==> config.mk <==
export PLATFORM = sky130hd
export DESIGN_NAME = out_port_fifo
export DESIGN_NICKNAME = d
export VERILOG_FILES = /design/src/rtl/arch_defs_pkg.sv /design/src/rtl/out_fifo_mem.sv /design/src/rtl/out_port_fifo.sv
export SDC_FILE = /design/constraint.sdc
export NUM_CORES = 1
export LEC_CHECK = 0
export BUFFER_PORTS_ARGS = -buffer_cell sky130_fd_sc_hd__buf_2
export CAP_MARGIN = 10
export CORE_MARGIN = 2
export CORE_UTILIZATION = 60
export CTS_BUF_LIST = sky130_fd_sc_hd__clkbuf_16
export DETAILED_ROUTE_END_ITERATION = 8
export PLACE_DENSITY = 0.79
export SETUP_SLACK_MARGIN = 0.02
export SLEW_MARGIN = 20
export SYNTH_ARGS = -nofsm -noshare
export SYNTH_HDL_FRONTEND = slang
export SYNTH_SLANG_ARGS = --single-unit
==> constraint.sdc <==
create_clock -name clk -period 5.2 [get_ports clk]
set_input_delay 0.78 -clock clk [delete_from_list [all_inputs] [get_ports clk]]
set_output_delay 0.78 -clock clk [all_outputs]
set_load 0.03 [all_outputs]
==> src/rtl/arch_defs_pkg.sv <==
// rtl/arch_defs_pkg.sv - shared architecture widths, flag and output-entry types
package arch_defs_pkg;

    localparam int DATA_WIDTH     = 8;
    localparam int OUT_FIFO_DEPTH = 4;

    // CPU condition flags, shared with the flags register
    typedef struct packed {
        logic negative;
        logic carry;
        logic zero;
    } flags_t;

    // One buffered OUT result: flags sampled alongside the payload
    typedef struct packed {
        flags_t                flags;
        logic [DATA_WIDTH-1:0] data;
    } out_entry_t;

    function automatic out_entry_t make_entry(input flags_t f, input logic [DATA_WIDTH-1:0] d);
        make_entry.flags = f;
        make_entry.data  = d;
    endfunction

endpackage

==> src/rtl/out_fifo_mem.sv <==
// rtl/out_fifo_mem.sv - register array, synchronous write, asynchronous read
module out_fifo_mem #(
    parameter int WIDTH = 11,
    parameter int DEPTH = 4,
    parameter int AW    = $clog2(DEPTH)
) (
    input  logic             clk,
    input  logic             reset,
    input  logic             we,
    input  logic [AW-1:0]    waddr,
    input  logic [WIDTH-1:0] wdata,
    input  logic [AW-1:0]    raddr,
    output logic [WIDTH-1:0] rdata
);

    logic [WIDTH-1:0] mem [DEPTH];

    // Array is cleared on reset so the head output is never X
    always_ff @(posedge clk) begin
        if (reset) begin
            for (int i = 0; i < DEPTH; i++) begin
                mem[i] <= '0;
            end
        end else if (we) begin
            mem[waddr] <= wdata;
        end
    end

    assign rdata = mem[raddr];

endmodule

==> src/rtl/out_port_fifo.sv <==
// rtl/out_port_fifo.sv - FWFT output-port FIFO with sticky overrun flag
module out_port_fifo #(
    parameter int DATA_WIDTH = arch_defs_pkg::DATA_WIDTH,
    parameter int DEPTH      = arch_defs_pkg::OUT_FIFO_DEPTH
) (
    input  logic                       clk,
    input  logic                       reset,
    input  logic                       load_i,
    input  logic [DATA_WIDTH-1:0]      data_i,
    input  logic [2:0]                 flags_i,
    input  logic                       ready_i,
    output logic                       valid_o,
    output logic [DATA_WIDTH-1:0]      data_o,
    output logic [2:0]                 flags_o,
    output logic [$clog2(DEPTH+1)-1:0] count_o,
    output logic                       full_o,
    output logic                       empty_o,
    output logic                       overflow_o,
    input  logic                       clear_ovf_i
);

    import arch_defs_pkg::*;

    localparam int AW = $clog2(DEPTH);
    localparam int CW = $clog2(DEPTH+1);
    localparam int EW = DATA_WIDTH + 3;

    logic [AW-1:0] wr_ptr;
    logic [AW-1:0] rd_ptr;
    logic [CW-1:0] count_q;
    logic          ovf_q;
    logic          push;
    logic          pop;
    logic          overrun;
    logic [EW-1:0] head;
    flags_t        head_flags;

    // Status comes purely from the occupancy register
    assign valid_o    = (count_q != '0);
    assign empty_o    = (count_q == '0);
    assign full_o     = (count_q == CW'(DEPTH));
    assign count_o    = count_q;
    assign overflow_o = ovf_q;

    // A full FIFO still accepts a push when the head leaves in the same cycle
    assign pop     = valid_o && ready_i;
    assign push    = load_i && (!full_o || pop);
    assign overrun = load_i && full_o && !pop;

    out_fifo_mem #(
        .WIDTH (EW),
        .DEPTH (DEPTH)
    ) u_mem (
        .clk   (clk),
        .reset (reset),
        .we    (push),
        .waddr (wr_ptr),
        .wdata ({flags_i, data_i}),
        .raddr (rd_ptr),
        .rdata (head)
    );

    assign head_flags = flags_t'(head[EW-1 -: 3]);
    assign flags_o    = head_flags;
    assign data_o     = head[DATA_WIDTH-1:0];

    // Pointers wrap naturally because DEPTH is a power of two
    always_ff @(posedge clk) begin
        if (reset) begin
            wr_ptr <= '0;
            rd_ptr <= '0;
        end else begin
            if (push) wr_ptr <= wr_ptr + AW'(1);
            if (pop)  rd_ptr <= rd_ptr + AW'(1);
        end
    end

    // Occupancy moves only when exactly one of push/pop happens
    always_ff @(posedge clk) begin
        if (reset) begin
            count_q <= '0;
        end else begin
            case ({push, pop})
                2'b10:   count_q <= count_q + CW'(1);
                2'b01:   count_q <= count_q - CW'(1);
                default: count_q <= count_q;
            endcase
        end
    end

    // Sticky overrun; a new overrun beats a same-cycle clear
    always_ff @(posedge clk) begin
        if (reset) begin
            ovf_q <= 1'b0;
        end else if (overrun) begin
            ovf_q <= 1'b1;
        end else if (clear_ovf_i) begin
            ovf_q <= 1'b0;
        end
    end

endmodule

==> flow_metrics.py <==
metrics = {
    "status": {
        "status": "finished, final reports clean",
    },
    "global_route": {
        "grt_pass1_wl_mm": 7.26,
        "grt_util_all_layers_pct": 22.9,
        "antenna_found_initial": 0,
        "grt_remaining_overflow": 0,
        "grt_pass1_vias": 1462,
        "grt_max_degree": 18,
    },
    "clocking": {
        "clockRootBuffer": "clkbuf_16",
        "worst_setup_hold_path_clk_slew_ns": 0.06,
        "cts_setup_buffers": 0,
        "clock_latency_ns": 0.29,
        "numCtsBuffers": 5,
        "hold_buffers": 0,
        "tritoncts": "yes",
        "cts.path.max_buffers": 2,
        "clock-sinks": 54,
        "h-tree-depth": 2,
        "cts_resized": 0,
    },
    "min_path": {
        "hold_class": "reg2reg",
    },
    "sta": {
        "slew_violations": 0,
        "worst_pin_slew_ns": 1.07,
        "setup_viol": 0,
        "setup_ws_ns": 2.51,
        "rsz0062_at_grt": "false",
        "hold_violations": 0,
        "fmax_mhz": 371,
        "slew_headroom_pct": 28.4,
        "period_minus_slack_ns": 2.69,
        "tns_ns": 0,
        "final.setup_skew_ns": 0.00616,
        "post-route-period-util_pct": 51.8,
    },
    "yosys": {
        "synth_seq_cells": 54,
        "postSynth.asyncResetShare_pct": 0,
        "syn_inst": 169,
        "synth_cell_types": 34,
        "synth_edf_count": 44,
        "synth_common_cells": "edfxtp_1, and2_1, mux4_2",
        "synth_largest_area_cell": "edfxtp_1",
        "seq_area_frac_synth_pct": 62.1,
        "syn-num-nets": 186,
        "ys_warn_count": 0,
        "yosysMostFrequentCell": "edfxtp_1",
        "syn_area_per_cell_um2": 14.5,
        "syn_area_um2": 2450,
        "synth_top_area_share_pct": 54.0,
        "synth_ff_type": "edfxtp_1",
        "synth_area_leaders": "edfxtp_1, mux4_2, and2_1, dfxtp_1, and2_4",
    },
    "route": {
        "drt_iter0_markers": 115,
        "drc_errors": 0,
        "wire_per_inst_um": 18.6,
        "via_per_inst": 5.67,
        "ant_nets": 0,
        "wl_mm": 4.71,
        "vias": 1434,
        "dr.pass1.iters": 4,
    },
    "critical_path": {
        "crit_fanout": 11,
        "startpoint_type": "flop",
        "crit_type": "reg2out",
        "worstPathRequired_ns": 4.42,
        "r2r_slack_ns": 3.04,
        "endpoint_kind": "output pin",
        "arrival_ns": 1.91,
    },
    "final_layout": {
        "syn_to_final_growth_pct": 15.2,
        "fillerInstances": 258,
        "nNetsFinal": 219,
        "layout-drive-gt1-share_pct": 34.0,
        "layoutNonFillerInstCount": 253,
        "diodes": 0,
    },
    "placed_design": {
        "gp_congestion": 0.909,
        "dp_cells": 245,
        "numPortBuffers": 33,
        "place_ws_ns": 2.65,
        "dp_hpwl_mm": 3.18,
    },
    "floorplanning": {
        "die_y_um": 67.9,
        "fp.dieArea_um2": 4610,
        "io_pins": 34,
        "rows": 23,
        "fp.dieW_um": 67.9,
        "core_um2": 3970,
        "initial_core_util_pct": 61.7,
    },
    "job": {
        "drv_cap": 0,
    },
    "power": {
        "ir_worst_vdd_mv": 0.249,
        "p_leak_nw": 1.12,
        "powerDensity_nw_per_um2": 405,
    },
}
==> kinds of logic after synthesis <==
logic type	count (synthesis)	synth area share [%]
compound gates	10	3.37
xor+xnor	6	2.15
fa+ha+maj	1	0.818
flops	54	62.1
simple gates	71	18.2
buf+inv	15	2.76
mux	12	10.6
==> state kept, by name, summed over array words and instances (netlist names), named ones only <==
name / flops
u_mem.mem: 44
rd_ptr: 2
overflow_o: 1
wr_ptr: 2
count_o: 3
==> through the flow <==
stage	hold slack, ns	cell area (um2)	util, %	power (mW)
after detailed placement	0.474	2650	66.6	0.785
after global placement	0.464	2650	66.6	0.773
after CTS	0.489	2810	70.8	1.15
after floorplan	0.485	2450	-	0.717
final	0.481	2820	71.0	1.14
after global routing	0.516	2820	71.0	1.18
==> metal layers <==
metal	wire length [um]	vias to the layer above	share of wire [%]	global-route usage (%)
li1	-	675	-	-
met1	1870	708	40	27.8
met2	2540	43	54	40.6
met3	203	8	4.3	4.61
met4	91	0	1.9	8.50
met5	0	-	0	0
==> power by group <==
part           internal, mW  switching, mW
Sequential            0.509         0.0363
Combinational        0.0931          0.138
Clock                 0.225          0.141
==> worst max-delay path, cell delays in order (launching register included) <==
cell and delay (ns):
dfxtp_1 0.82, mux4_2 0.61, buf_2 0.20
==> final cells by class <==
| cell class | count | area, um2 | share of cell area (%) |
|---|---|---|---|
| Tap cell | 50 | 62.6 | 2.22 |
| Timing Repair Buffer | 35 | 180 | 6.39 |
| Multi-Input combinational cell | 100 | 868 | 30.8 |
| Clock buffer | 5 | 125 | 4.43 |
| Inverter | 6 | 22.5 | 0.798 |
| Sequential cell | 54 | 1520 | 53.9 |
| Clock inverter | 3 | 41.3 | 1.46 |
==> layout by cell type, fill, tap and decap left out, types with 2 or more instances in the layout <==
master / n
and2_1: 34
and2_4: 10
buf_2: 33
buf_4: 2
clkbuf_16: 5
dfxtp_1: 10
edfxtp_1: 44
inv_1: 7
mux4_2: 11
nand2_1: 3
nand3_1: 3
nor2_1: 10
o31a_1: 2
xor2_1: 5
==> final timing paths <==
kind	startpoint	endpoint	depth (start not counted)
max	flop	data_o[5]	2
min	overflow_o	overflow_o	2
max reg2reg	count_o[2]	u_mem.mem[0][0]	5
min reg2reg	overflow_o	overflow_o	2
(Power assumes the default switching activity.)
